--- config.mk ---
export PLATFORM = sky130hd
export DESIGN_NAME = multicycle_ctrl_flat
export DESIGN_NICKNAME = d
export VERILOG_FILES = /design/src/rtl/multicycle_ctrl_if.sv /design/src/rtl/multicycle_ctrl.sv /design/src/flat_wrapper.sv
export SDC_FILE = /design/constraint.sdc
export NUM_CORES = 1
export LEC_CHECK = 0
export ABC_AREA = 1
export ABC_CLOCK_PERIOD_IN_PS = 2600
export BUFFER_PORTS_ARGS = -buffer_cell sky130_fd_sc_hd__clkbuf_2
export CAP_MARGIN = 20
export CORE_UTILIZATION = 45
export CTS_CLUSTER_SIZE = 25
export DETAILED_ROUTE_END_ITERATION = 6
export GPL_ROUTABILITY_DRIVEN = 0
export PLACE_DENSITY = 0.83
export SKIP_CTS_REPAIR_TIMING = 1
export SYNTH_ARGS = -nofsm -noshare
export SYNTH_HDL_FRONTEND = slang
export SYNTH_SLANG_ARGS = --single-unit
--- constraint.sdc ---
create_clock -name clk -period 2.6 [get_ports clk]
set_input_delay 0.52 -clock clk [delete_from_list [all_inputs] [get_ports clk]]
set_output_delay 0.52 -clock clk [all_outputs]
set_load 0.1 [all_outputs]
--- src/rtl/multicycle_ctrl_if.sv ---
// rtl/multicycle_ctrl_if.sv - control/datapath bundle between the multicycle sequencer and its datapath
// Optional RETIRE_CNT_EN adds the instret retire counter to the bundle.

interface multicycle_ctrl_if;
    logic [6:0]  op;
    logic [2:0]  funct3;
    logic        funct7b5;
    logic        zero;
    logic        mem_ready;

    logic        mem_req;
    logic        mem_write;
    logic        adr_src;
    logic        ir_write;
    logic        pc_write;
    logic        reg_write;
    logic [1:0]  result_src;
    logic [1:0]  alu_src_a;
    logic [1:0]  alu_src_b;
    logic [2:0]  alu_control;
    logic [1:0]  imm_src;
    logic        trap;
    logic [3:0]  state_o;
`ifdef RETIRE_CNT_EN
    logic [31:0] instret;
`endif

    // controller side: consumes instruction fields and flags, drives strobes
    modport master (
`ifdef RETIRE_CNT_EN
        output instret,
`endif
        input  op, funct3, funct7b5, zero, mem_ready,
        output mem_req, mem_write, adr_src, ir_write, pc_write, reg_write,
        output result_src, alu_src_a, alu_src_b, alu_control, imm_src,
        output trap, state_o
    );

    // datapath side: the mirror image
    modport slave (
`ifdef RETIRE_CNT_EN
        input  instret,
`endif
        output op, funct3, funct7b5, zero, mem_ready,
        input  mem_req, mem_write, adr_src, ir_write, pc_write, reg_write,
        input  result_src, alu_src_a, alu_src_b, alu_control, imm_src,
        input  trap, state_o
    );
endinterface

--- src/rtl/multicycle_ctrl.sv ---
// rtl/multicycle_ctrl.sv - Moore sequencer for the multicycle RV32I core with memory handshake, watchdog and trap
// Optional RETIRE_CNT_EN adds a 32-bit retired-instruction counter (instret).

module multicycle_ctrl #(
    parameter int MEM_WAIT_MAX = 15
) (
    input  logic              clk,
    input  logic              reset,
    multicycle_ctrl_if.master bus
);

    localparam int CW = $clog2(MEM_WAIT_MAX + 1);

    typedef enum logic [3:0] {
        S_FETCH    = 4'd0,
        S_DECODE   = 4'd1,
        S_MEMADR   = 4'd2,
        S_MEMREAD  = 4'd3,
        S_MEMWB    = 4'd4,
        S_MEMWRITE = 4'd5,
        S_EXECR    = 4'd6,
        S_EXECI    = 4'd7,
        S_ALUWB    = 4'd8,
        S_BEQ      = 4'd9,
        S_JAL      = 4'd10,
        S_TRAP     = 4'd15
    } state_t;

    localparam logic [6:0] OP_LOAD  = 7'b0000011;
    localparam logic [6:0] OP_STORE = 7'b0100011;
    localparam logic [6:0] OP_RTYPE = 7'b0110011;
    localparam logic [6:0] OP_ITYPE = 7'b0010011;
    localparam logic [6:0] OP_BEQ   = 7'b1100011;
    localparam logic [6:0] OP_JAL   = 7'b1101111;

    localparam logic [2:0] ALU_ADD = 3'b000;
    localparam logic [2:0] ALU_SUB = 3'b001;
    localparam logic [2:0] ALU_AND = 3'b010;
    localparam logic [2:0] ALU_OR  = 3'b011;
    localparam logic [2:0] ALU_SLT = 3'b101;

    state_t        r_state;
    state_t        w_next_state;
    logic [CW-1:0] r_wait_cnt;
    logic [CW-1:0] w_wait_cnt_next;

    logic          w_in_wait;
    logic          w_timeout;
    logic          w_alu_f3_ok;
    logic [2:0]    w_alu_dec;

    logic          w_mem_req;
    logic          w_mem_write;
    logic          w_adr_src;
    logic          w_ir_write;
    logic          w_pc_write;
    logic          w_reg_write;
    logic [1:0]    w_result_src;
    logic [1:0]    w_alu_src_a;
    logic [1:0]    w_alu_src_b;
    logic [2:0]    w_alu_control;
    logic [1:0]    w_imm_src;

    // Only the three memory-facing states can stall on mem_ready; the
    // watchdog fires when the counter is already at its limit and memory is
    // still not ready (a late mem_ready in that same cycle still wins).
    assign w_in_wait = (r_state == S_FETCH) || (r_state == S_MEMREAD) ||
                       (r_state == S_MEMWRITE);
    assign w_timeout = w_in_wait && !bus.mem_ready &&
                       (r_wait_cnt == CW'(MEM_WAIT_MAX));
    assign w_wait_cnt_next = (w_in_wait && !bus.mem_ready && !w_timeout) ?
                             r_wait_cnt + CW'(1) : '0;

    // state register with asynchronous reset back to FETCH
    always_ff @(posedge clk or posedge reset) begin
        if (reset) begin
            r_state <= S_FETCH;
        end else begin
            r_state <= w_next_state;
        end
    end

    // consecutive-stall counter for the memory watchdog
    always_ff @(posedge clk or posedge reset) begin
        if (reset) begin
            r_wait_cnt <= '0;
        end else begin
            r_wait_cnt <= w_wait_cnt_next;
        end
    end

    // ALU operation for R/I-type execute and legality of their funct3
    always_comb begin
        w_alu_dec   = ALU_ADD;
        w_alu_f3_ok = 1'b1;
        case (bus.funct3)
            3'b000:  w_alu_dec = (bus.funct7b5 && bus.op[5]) ? ALU_SUB : ALU_ADD;
            3'b010:  w_alu_dec = ALU_SLT;
            3'b110:  w_alu_dec = ALU_OR;
            3'b111:  w_alu_dec = ALU_AND;
            default: w_alu_f3_ok = 1'b0;
        endcase
    end

    // immediate format follows the opcode directly, independent of state
    always_comb begin
        w_imm_src = 2'b00;
        case (bus.op)
            OP_STORE: w_imm_src = 2'b01;
            OP_BEQ:   w_imm_src = 2'b10;
            OP_JAL:   w_imm_src = 2'b11;
            default:  w_imm_src = 2'b00;
        endcase
    end

    // next-state and per-state datapath controls
    always_comb begin
        w_next_state  = r_state;
        w_mem_req     = 1'b0;
        w_mem_write   = 1'b0;
        w_adr_src     = 1'b0;
        w_ir_write    = 1'b0;
        w_pc_write    = 1'b0;
        w_reg_write   = 1'b0;
        w_result_src  = 2'b00;
        w_alu_src_a   = 2'b00;
        w_alu_src_b   = 2'b00;
        w_alu_control = ALU_ADD;
        case (r_state)
            S_FETCH: begin
                w_mem_req    = 1'b1;
                w_alu_src_b  = 2'b10;
                w_result_src = 2'b10;
                if (bus.mem_ready) begin
                    w_ir_write   = 1'b1;
                    w_pc_write   = 1'b1;
                    w_next_state = S_DECODE;
                end else if (w_timeout) begin
                    w_next_state = S_TRAP;
                end
            end
            S_DECODE: begin
                w_alu_src_a = 2'b01;
                w_alu_src_b = 2'b01;
                case (bus.op)
                    OP_LOAD, OP_STORE: w_next_state = S_MEMADR;
                    OP_RTYPE: w_next_state = w_alu_f3_ok ? S_EXECR : S_TRAP;
                    OP_ITYPE: w_next_state = w_alu_f3_ok ? S_EXECI : S_TRAP;
                    OP_BEQ:   w_next_state = (bus.funct3 == 3'b000) ? S_BEQ : S_TRAP;
                    OP_JAL:   w_next_state = S_JAL;
                    default:  w_next_state = S_TRAP;
                endcase
            end
            S_MEMADR: begin
                w_alu_src_a  = 2'b10;
                w_alu_src_b  = 2'b01;
                w_next_state = bus.op[5] ? S_MEMWRITE : S_MEMREAD;
            end
            S_MEMREAD: begin
                w_mem_req = 1'b1;
                w_adr_src = 1'b1;
                if (bus.mem_ready) begin
                    w_next_state = S_MEMWB;
                end else if (w_timeout) begin
                    w_next_state = S_TRAP;
                end
            end
            S_MEMWB: begin
                w_result_src = 2'b01;
                w_reg_write  = 1'b1;
                w_next_state = S_FETCH;
            end
            S_MEMWRITE: begin
                w_mem_req   = 1'b1;
                w_mem_write = 1'b1;
                w_adr_src   = 1'b1;
                if (bus.mem_ready) begin
                    w_next_state = S_FETCH;
                end else if (w_timeout) begin
                    w_next_state = S_TRAP;
                end
            end
            S_EXECR: begin
                w_alu_src_a   = 2'b10;
                w_alu_src_b   = 2'b00;
                w_alu_control = w_alu_dec;
                w_next_state  = S_ALUWB;
            end
            S_EXECI: begin
                w_alu_src_a   = 2'b10;
                w_alu_src_b   = 2'b01;
                w_alu_control = w_alu_dec;
                w_next_state  = S_ALUWB;
            end
            S_ALUWB: begin
                w_reg_write  = 1'b1;
                w_next_state = S_FETCH;
            end
            S_BEQ: begin
                w_alu_src_a   = 2'b10;
                w_alu_control = ALU_SUB;
                w_pc_write    = bus.zero;
                w_next_state  = S_FETCH;
            end
            S_JAL: begin
                w_alu_src_a  = 2'b01;
                w_alu_src_b  = 2'b10;
                w_pc_write   = 1'b1;
                w_next_state = S_ALUWB;
            end
            S_TRAP: begin
                w_next_state = S_TRAP;
            end
            default: begin
                w_next_state = S_TRAP;
            end
        endcase
    end

`ifdef RETIRE_CNT_EN
    logic [31:0] r_instret;
    logic        w_retire;

    // an instruction retires on the step back to FETCH from its last state
    assign w_retire = (w_next_state == S_FETCH) &&
                      ((r_state == S_MEMWB) || (r_state == S_MEMWRITE) ||
                       (r_state == S_ALUWB) || (r_state == S_BEQ));

    // free-running retired-instruction count, wraps naturally at 2^32
    always_ff @(posedge clk or posedge reset) begin
        if (reset) begin
            r_instret <= '0;
        end else if (w_retire) begin
            r_instret <= r_instret + 32'd1;
        end
    end

    assign bus.instret = r_instret;
`endif

    // Reset is asynchronous, so the side-effecting strobes are gated with it
    // directly; FETCH asserts mem_req and must not leak it during reset.
    assign bus.mem_req     = w_mem_req   & ~reset;
    assign bus.mem_write   = w_mem_write & ~reset;
    assign bus.ir_write    = w_ir_write  & ~reset;
    assign bus.pc_write    = w_pc_write  & ~reset;
    assign bus.reg_write   = w_reg_write & ~reset;
    assign bus.trap        = (r_state == S_TRAP) & ~reset;
    assign bus.adr_src     = w_adr_src;
    assign bus.result_src  = w_result_src;
    assign bus.alu_src_a   = w_alu_src_a;
    assign bus.alu_src_b   = w_alu_src_b;
    assign bus.alu_control = w_alu_control;
    assign bus.imm_src     = w_imm_src;
    assign bus.state_o     = r_state;

endmodule

--- src/flat_wrapper.sv ---
// flat-port wrapper written by rule: the top's interface ports become plain ports
module multicycle_ctrl_flat 
#(
    parameter int MEM_WAIT_MAX = 15
)
  (clk, reset, bus_op, bus_funct3, bus_funct7b5, bus_zero, bus_mem_ready, bus_mem_req, bus_mem_write, bus_adr_src, bus_ir_write, bus_pc_write, bus_reg_write, bus_result_src, bus_alu_src_a, bus_alu_src_b, bus_alu_control, bus_imm_src, bus_trap, bus_state_o);
  multicycle_ctrl_if bus_i ();
  input  logic clk;
  input  logic reset;
  input wire logic [$bits(bus_i.op)-1:0] bus_op;
  input wire logic [$bits(bus_i.funct3)-1:0] bus_funct3;
  input wire logic [$bits(bus_i.funct7b5)-1:0] bus_funct7b5;
  input wire logic [$bits(bus_i.zero)-1:0] bus_zero;
  input wire logic [$bits(bus_i.mem_ready)-1:0] bus_mem_ready;
  output wire logic [$bits(bus_i.mem_req)-1:0] bus_mem_req;
  output wire logic [$bits(bus_i.mem_write)-1:0] bus_mem_write;
  output wire logic [$bits(bus_i.adr_src)-1:0] bus_adr_src;
  output wire logic [$bits(bus_i.ir_write)-1:0] bus_ir_write;
  output wire logic [$bits(bus_i.pc_write)-1:0] bus_pc_write;
  output wire logic [$bits(bus_i.reg_write)-1:0] bus_reg_write;
  output wire logic [$bits(bus_i.result_src)-1:0] bus_result_src;
  output wire logic [$bits(bus_i.alu_src_a)-1:0] bus_alu_src_a;
  output wire logic [$bits(bus_i.alu_src_b)-1:0] bus_alu_src_b;
  output wire logic [$bits(bus_i.alu_control)-1:0] bus_alu_control;
  output wire logic [$bits(bus_i.imm_src)-1:0] bus_imm_src;
  output wire logic [$bits(bus_i.trap)-1:0] bus_trap;
  output wire logic [$bits(bus_i.state_o)-1:0] bus_state_o;
  assign bus_i.op = bus_op;
  assign bus_i.funct3 = bus_funct3;
  assign bus_i.funct7b5 = bus_funct7b5;
  assign bus_i.zero = bus_zero;
  assign bus_i.mem_ready = bus_mem_ready;
  assign bus_mem_req = bus_i.mem_req;
  assign bus_mem_write = bus_i.mem_write;
  assign bus_adr_src = bus_i.adr_src;
  assign bus_ir_write = bus_i.ir_write;
  assign bus_pc_write = bus_i.pc_write;
  assign bus_reg_write = bus_i.reg_write;
  assign bus_result_src = bus_i.result_src;
  assign bus_alu_src_a = bus_i.alu_src_a;
  assign bus_alu_src_b = bus_i.alu_src_b;
  assign bus_alu_control = bus_i.alu_control;
  assign bus_imm_src = bus_i.imm_src;
  assign bus_trap = bus_i.trap;
  assign bus_state_o = bus_i.state_o;
  multicycle_ctrl #(.MEM_WAIT_MAX(MEM_WAIT_MAX)) u_core (.clk(clk), .reset(reset), .bus(bus_i));
endmodule
==> impl_metrics.ini, run 1 <==
[run_status]
outcome = finished, violations left
violations = DRC

[global_route]
grt_pass1_wl_um = 3470
grt_max_degree = 10
antenna_found_initial = 0
grt_overflow = 0
grt_use_total_pct = 24.0
grt_pass1_vias = 833

[placed_design]
numPortBuffers = 36
dp_hpwl_um = 1720
pre_cts_slack_ns = 0.358

[worst_setup_path]
critPathMaxFanout = 8
reg2reg_slack_ns = 1.20
cpMaxStageDelayCell = dfrtp_2
crit_required_ns = 2.08
timing.rr.end = u_core.r_wait_cnt[1]
r2r-start = u_core.bus.state_o[3]
max_stage_delay_ns = 0.47
cpLargestDelayFamily = flip-flops
critPathCaptureType = primary output
criticalPathCategory = flip-flop to primary output
reg2regPathDepth = 5
path_cells = nor2_4 > nand2_4 > a31oi_4 > clkbuf_2
crit_buf_inv = 1
start_kind = flip-flop
crit_arrival_ns = 1.84

[sta]
finClkSkew_ns = 0.00264
rsz0062_at_grt = false
final.setup.tns_ns = 0
hold_viol_final = 0
layout_setup_ws_ns = 0.241
slew_headroom_pct = 64.0
min_period_ns = 2.36
fmax_mhz = 424
worst_pin_slew_ns = 0.542
whs_ns = 0.399
drv_slew = 0
setup_viol = 0
period_share_pct = 90.7

[clock_network]
numCtsBuffers = 3
cts_tree = yes
worstSkewPairLatency_ns = 0.26
clock_path_buffers = 2
htree_levels = 1
cts_root_buffer = clkbuf_4
clk_pin_slew_ns = 0.06
cts_sinks = 8

[logic_synthesis]
synth_area_per_cell_um2 = 5.88
synthesis.area_um2 = 800
synth_fp_nets = 152
ys_ff_latch = 8
synth-seq-area-share_pct = 25.0
ys_warn_count = 0
synth.distinct_cells = 26
syn_inst = 136

[floorplanning]
die_h_um = 44.2
start_util_pct = 50.7
pin_count = 37
die_area_um2 = 1950
coreArea_um2 = 1580
die_width_um = 44.2
row_count = 14

[power]
p_leak_nw = 0.667
worst_ir_drop_vdd_mv = 0.166
powerDensity_nw_per_um2 = 245
finalPower_mw = 0.278

[finish]
layout-drive-gt1-share_pct = 35.2
fin_nets = 193
diodes = 0
area_growth_syn_to_layout_pct = 42.1

[drt]
wl_per_cell_um = 10.6
ant_nets = 0
first_pass_iters = 6
viasPerCell = 5.21
drt_iter0_drc = 13
drc = 2
via_count = 1000
totalWireLength_um = 2030

[run]
cap_violations = 0

[hold_path]
hold_path.class = input pin to asynchronous set/reset pin
logic make-up after synthesis:
kind of cell	synth area share, %
AOI/OAI and AO/OA	7.82
xor gates and xnor gates	2.19
adders and majority gates	1.56
buffers and inverters	11.7
DFF	25.0
and+or+nand+nor	51.6
placed cells by master (no fill, tap or decap):
| cell type | Yosys | routed |
|---|---|---|
| inv_2 | 2 | 2 |
| and2_1 | 1 | 1 |
| nor2_4 | 1 | 2 |
| nand3_4 | 1 | 1 |
| nand3_1 | 16 | 16 |
| clkbuf_2 | 0 | 34 |
| a31oi_4 | 0 | 1 |
| xor2_1 | 1 | 1 |
| buf_12 | 0 | 1 |
| nor3_4 | 0 | 4 |
| o21ai_1 | 1 | 1 |
| nor2_2 | 1 | 3 |
| clkbuf_1 | 0 | 1 |
| nor3_1 | 5 | 1 |
| dfrtp_2 | 0 | 4 |
| buf_4 | 0 | 1 |
| o21ai_0 | 5 | 5 |
| dfrtp_1 | 8 | 4 |
| nor2_1 | 17 | 14 |
| clkinv_1 | 1 | 1 |
| clkbuf_4 | 0 | 3 |
| nand4_1 | 1 | 1 |
| ha_1 | 1 | 1 |
| nand2_4 | 1 | 1 |
| a31oi_1 | 2 | 1 |
| inv_1 | 22 | 22 |
| o211ai_1 | 2 | 2 |
| nand3_2 | 1 | 1 |
| nor4_4 | 0 | 1 |
| xnor2_1 | 1 | 1 |
| or2_2 | 1 | 1 |
| a21oi_1 | 1 | 1 |
| nand2_2 | 2 | 2 |
| nand2_1 | 40 | 40 |
final cells by class:
cell class | count | area (µm²)
Multi-Input combinational cell | 103 | 593
Fill cell | 140 | 440
Sequential cell | 8 | 205
Timing Repair Buffer | 36 | 198
Inverter | 25 | 93.8
Clock buffer | 4 | 26.3
Tap cell | 16 | 20.0
routing by layer:
metal | track usage, % | vias up | part of all wire (%)
li1 | - | 513 | -
met5 | 0 | - | 0
met1 | 28.9 | 437 | 41
met2 | 42.4 | 44 | 52
met4 | 12.1 | 0 | 1.8
met3 | 2.45 | 6 | 5.0
cell usage after synthesis (all sizes together):
library cell / instances / share of area [%]
clkinv: 1 / 0.47
o21ai: 6 / 3.8
nor3: 5 / 3.1
nand2: 43 / 22
xor2: 1 / 1.1
ha: 1 / 1.6
or2: 1 / 0.78
a21oi: 1 / 0.63
xnor2: 1 / 1.1
o211ai: 2 / 1.9
dfrtp: 8 / 25
nor4: 1 / 0.78
nand4: 1 / 0.78
nor2: 19 / 10
and2: 1 / 0.78
inv: 24 / 11
a31oi: 2 / 1.6
nand3: 18 / 13
per-stage QoR:
step	std cells	util [%]	instance area, µm²
floorplan	136	-	892
global placement	188	70.4	1110
detailed placement	188	70.4	1110
CTS	192	72.1	1140
global route	192	72.1	1140
finish	192	72.1	1140
sequential cells by signal (all words and copies together), names as in the netlist:
signal              flops
u_core.bus.state_o      4
u_core.r_wait_cnt       4
power breakdown:
| part | total (mW) | internal [mW] | switching, mW | leakage [nW] |
|---|---|---|---|---|
| Combinational | 0.0466 | 0.0146 | 0.0320 | 0.563 |
| Clock | 0.107 | 0.0591 | 0.0481 | 0.0150 |
| Sequential | 0.124 | 0.124 | 0 | 0.0897 |
| Total | 0.278 | 0.198 | 0.0801 | 0.667 |
how the worst max path moves through the flow:
stage	from	endpoint	slack (ns)	depth (start not counted)
finish	u_core.bus.state_o[3]	bus_mem_req	0.24	4
global route	u_core.bus.state_o[3]	bus_pc_write	0.13	6
CTS	u_core.bus.state_o[3]	bus_mem_req	0.24	4
detailed placement	bus_op[2]	bus_imm_src[0]	0.36	8
global placement	bus_op[2]	bus_imm_src[0]	0.46	8
floorplan	u_core.bus.state_o[1]	bus_reg_write	0.06	3
No activity file was read; power rests on OpenSTA's default activity.
==> run 2, diff against run 1 <==
Settings changed: CTS_BUF_LIST set to sky130_fd_sc_hd__clkbuf_8.
==> run 2 against run 1 <==
  * The flow still finishes with violations (DRC)
  * Clock power grew 43%
  * Non-clock buffer count unchanged
  * Routed wire length about the same
  * First-iteration DRC count rose by 69%
  * Utilization is 1.2 points higher
  * Maximum frequency up 2.1%
  * Clock-buffer cell count is 1 lower
  * Design area increased by 1.7%
  * Flip-flop and latch count did not move
  * Via count up 0.60%
  * Largest power group is now clock
==> impl_metrics.ini, run 2 (synthesis results as in run 1) <==
[sta]
finClkSkew_ns = 0.00424
period_share_pct = 88.9
drv_slew = 0
layout_setup_ws_ns = 0.289
setup_viol = 0
min_period_ns = 2.31
final.setup.tns_ns = 0
fmax_mhz = 433
rsz0062_at_grt = false
slew_headroom_pct = 64.0
worst_pin_slew_ns = 0.542
hold_viol_final = 0

[worst_setup_path]
reg2regPathDepth = 7
cpMaxStageDelayCell = dfrtp_2
timing.rr.end = u_core.bus.state_o[2]
criticalPathCategory = flip-flop to primary output
endpoint = bus_mem_req
path_cells = nor2_4 > nand2_4 > a31oi_4 > clkbuf_2
r2r-start = u_core.bus.state_o[3]
critPathCaptureType = primary output
crit_start = u_core.bus.state_o[3]
critPathMaxFanout = 8
crit_required_ns = 2.08
start_kind = flip-flop
crit_arrival_ns = 1.79
max_stage_delay_ns = 0.47
reg2reg_slack_ns = 1.21

[global_route]
grt_max_degree = 10
grt_pass1_vias = 841
grt_overflow = 0
antenna_found_initial = 0
grt_use_total_pct = 23.6
grt_pass1_wl_um = 3500

[power]
finalPower_mw = 0.324
clock_power_share_pct = 47.1
power_frac_comb_pct = 14.3
switching_share_pct = 25.4
seqPwrFrac_pct = 38.5
switchingPower_mw = 0.0822
worst_ir_drop_vdd_mv = 0.250
p_leak_nw = 0.679
powerDensity_nw_per_um2 = 281
p_int_mw = 0.242

[run_status]
outcome = finished, violations left
violations = DRC

[placed_design]
pre_cts_slack_ns = 0.358
placed_cells = 188
numPortBuffers = 36
postPlaceCellArea_um2 = 1110
dp_hpwl_um = 1720

[drt]
ant_nets = 0
drc = 2
drt_iter0_drc = 22
wl_per_cell_um = 10.5
via_count = 1006
first_pass_iters = 6
viasPerCell = 5.24
totalWireLength_um = 2030

[finish]
final_cell_mix = nand2_1 (40), clkbuf_2 (34), inv_1 (23)
instances_no_fill = 192
area_growth_syn_to_layout_pct = 44.4
final_common_cell = nand2_1
diodes = 0
fin_nets = 193
layout-drive-gt1-share_pct = 35.2
final_area_um2 = 1150

[clock_network]
numCtsBuffers = 3
cts_sinks = 8
worstSkewPairLatency_ns = 0.23
clock_path_buffers = 2
clk_pin_slew_ns = 0.05
htree_levels = 1
cts_root_buffer = clkbuf_8
cts_tree = yes

[floorplanning]
die_width_um = 44.2
die_h_um = 44.2
start_util_pct = 50.7
row_count = 14
pin_count = 37
die_area_um2 = 1950
coreArea_um2 = 1580

[hold_path]
hold_path.class = input pin to asynchronous set/reset pin

[run]
cap_violations = 0
run 2: changes by cell type in the layout (fill, tap and decap cells not counted):
cell	delta
clkbuf_4	-3
clkbuf_1	-1
clkbuf_8	+3
inv_1	+1
run 2: final cells by class:
cell class | count | area [µm²]
clock buffers | 3 | 41.3
clock inverters | 1 | 3.75
fillers | 139 | 422
inverters | 25 | 93.8
multi-input cells | 103 | 593
flip-flops and latches | 8 | 205
well taps | 16 | 20.0
repair buffers | 36 | 198
run 2: how the worst min path moves through the flow:
stage / from / slack, ns / endpoint / depth (start not counted)
finish: reset / 0.44 / u_core.r_wait_cnt[1] / 2
global route: reset / 0.49 / u_core.r_wait_cnt[1] / 2
CTS: reset / 0.46 / u_core.r_wait_cnt[1] / 2
detailed placement: u_core.r_wait_cnt[0] / 0.45 / u_core.r_wait_cnt[0] / 1
global placement: u_core.r_wait_cnt[0] / 0.45 / u_core.r_wait_cnt[0] / 1
floorplan: reset / 0.34 / u_core.r_wait_cnt[0] / 1
run 2: metal layers:
layer	up-vias	global-route usage, %	wire (µm)
met3	2	2.45	89
met1	452	29.6	842
met5	-	0	0
li1	515	-	-
met2	37	42.6	1080
met4	0	6.67	14
run 2: worst max-delay path: cells and delay by family (launching register included):
| kind | cells | cell delay, ns |
|---|---|---|
| AO/OA/AOI/OAI | 1 | 0.19 |
| buffers and inverters | 1 | 0.47 |
| flip-flops | 1 | 0.47 |
| AND/OR/NAND/NOR | 2 | 0.43 |
run 2: power by group through the flow:
stage | combinational [mW] | sequential, mW | clock [mW]
2_1_floorplan | 0.0253 | 0.127 | 0
3_3_place_gp | 0.0455 | 0.127 | 0
3_5_place_dp | 0.0471 | 0.127 | 0
4_1_cts | 0.0472 | 0.125 | 0.155
5_1_grt | 0.0521 | 0.125 | 0.162
6_report | 0.0465 | 0.125 | 0.153
run 2: per-stage QoR:
stage / hold slack (ns) / utilization [%]
after floorplan: 0.335 / -
after global placement: 0.446 / 70.4
after detailed placement: 0.452 / 70.4
after CTS: 0.459 / 73.3
after global routing: 0.488 / 73.3
final: 0.436 / 73.3
==> run 3, diff against run 2 <==
Settings changed: REMOVE_ABC_BUFFERS set to 1.
==> run 3 against run 2 <==
  * The run now ends clean
  * Utilization fell by 6.3 points
  * Worst setup slack got worse by 0.14 ns
  * Sequential share of layout area rose by 1.2 points
  * Critical path type unchanged
==> impl_metrics.ini, run 3 (synthesis results as in run 1) <==
[worst_setup_path]
crit_required_ns = 2.08
critPathCaptureType = primary output
start_kind = flip-flop
crit_start = u_core.bus.state_o[3]
r2r-start = u_core.bus.state_o[0]
critPathMaxFanout = 8
criticalPathCategory = flip-flop to primary output
crit_arrival_ns = 1.93

[drt]
drc = 0
first_pass_iters = 6
drt_iter0_drc = 32
ant_nets = 0
totalWireLength_um = 2000
viasPerCell = 5.18
wl_per_cell_um = 10.5
via_count = 989

[global_route]
grt_pass1_vias = 846
grt_pass1_wl_um = 3280
antenna_found_initial = 0
grt_max_degree = 10
grt_overflow = 0
grt_use_total_pct = 21.9

[floorplanning]
row_count = 14
start_util_pct = 50.7
coreArea_um2 = 1580
pin_count = 37
die_width_um = 44.2
die_area_um2 = 1950
die_h_um = 44.2

[clock_network]
clk_pin_slew_ns = 0.04
htree_levels = 1
clock_path_buffers = 2
cts_sinks = 8
worstSkewPairLatency_ns = 0.23
cts_root_buffer = clkbuf_8
numCtsBuffers = 3
cts_tree = yes

[finish]
post-route-util_pct = 67.0
final_area_um2 = 1060
final_common_cell = nand2_1
fin_nets = 193
final_cell_mix = nand2_1 (40), clkbuf_2 (35), inv_1 (22)
fillCellCount = 150
layout-drive-gt1-share_pct = 28.0
diodes = 0
area_growth_syn_to_layout_pct = 32.1

[placed_design]
numPortBuffers = 36
dp_hpwl_um = 1660
postPlaceCellArea_um2 = 1010

[sta]
fmax_mhz = 408
setup_viol = 0
period_share_pct = 94.3
drv_slew = 0
rsz0062_at_grt = false
hold_viol_final = 0
final.setup.tns_ns = 0
whs_ns = 0.295
finClkSkew_ns = 0.000939
worst_pin_slew_ns = 0.549
min_period_ns = 2.45
slew_headroom_pct = 63.6

[power]
worst_ir_drop_vdd_mv = 0.329
powerDensity_nw_per_um2 = 297
finalPower_mw = 0.314
p_leak_nw = 0.659

[run]
cap_violations = 0

[run_status]
outcome = complete, no violations

[hold_path]
hold_path.class = input pin to asynchronous set/reset pin
[run 3: through the flow]
step	std cells	setup WS (ns)
finish	191	0.147
global route	191	0.0693
CTS	191	0.150
detailed placement	188	0.348
global placement	188	0.404
floorplan	136	-2.06
[run 3: per-layer routing]
layer	routed length (µm)	GRT usage, %	vias up
li1	-	-	514
met1	867	26.3	440
met2	1040	39.7	35
met3	86	4.90	0
met4	0	4.85	0
met5	0	0	-
[run 3: path summary, 6_finish.rpt]
path,to,slack (ns),cells after the start
max in group asynchronous,u_core.r_wait_cnt[0],2.07,2
min in group clk,u_core.r_wait_cnt[0],0.45,1
setup / recovery,bus_pc_write,0.15,6
hold / removal,u_core.bus.state_o[3],0.30,2
setup reg to reg,u_core.bus.state_o[2],1.21,8
hold reg to reg,u_core.r_wait_cnt[0],0.45,1
[run 3: cell type report]
type / count / area, µm² / area share (%)
clock buffers: 3 / 41.3 / 3.91
well taps: 16 / 20.0 / 1.90
repair buffers: 36 / 195 / 18.5
flip-flops and latches: 8 / 200 / 19.0
multi-input cells: 103 / 505 / 47.9
inverters: 25 / 93.8 / 8.89
[run 3: critical path, cell delays in order, from the launching register on]
cell	delay (ns)
dfrtp_1	0.47
nor2_4	0.27
nand2_4	0.12
o21ai_0	0.22
a31oi_1	0.07
nor2_1	0.10
clkbuf_2	0.46
[run 3: report_power, final]
group / internal (mW) / total, mW / switching (mW) / leakage (nW)
Combinational: 0.0137 / 0.0414 / 0.0278 / 0.547
Clock: 0.100 / 0.147 / 0.0471 / 0.0216
Sequential: 0.125 / 0.125 / 0 / 0.0909
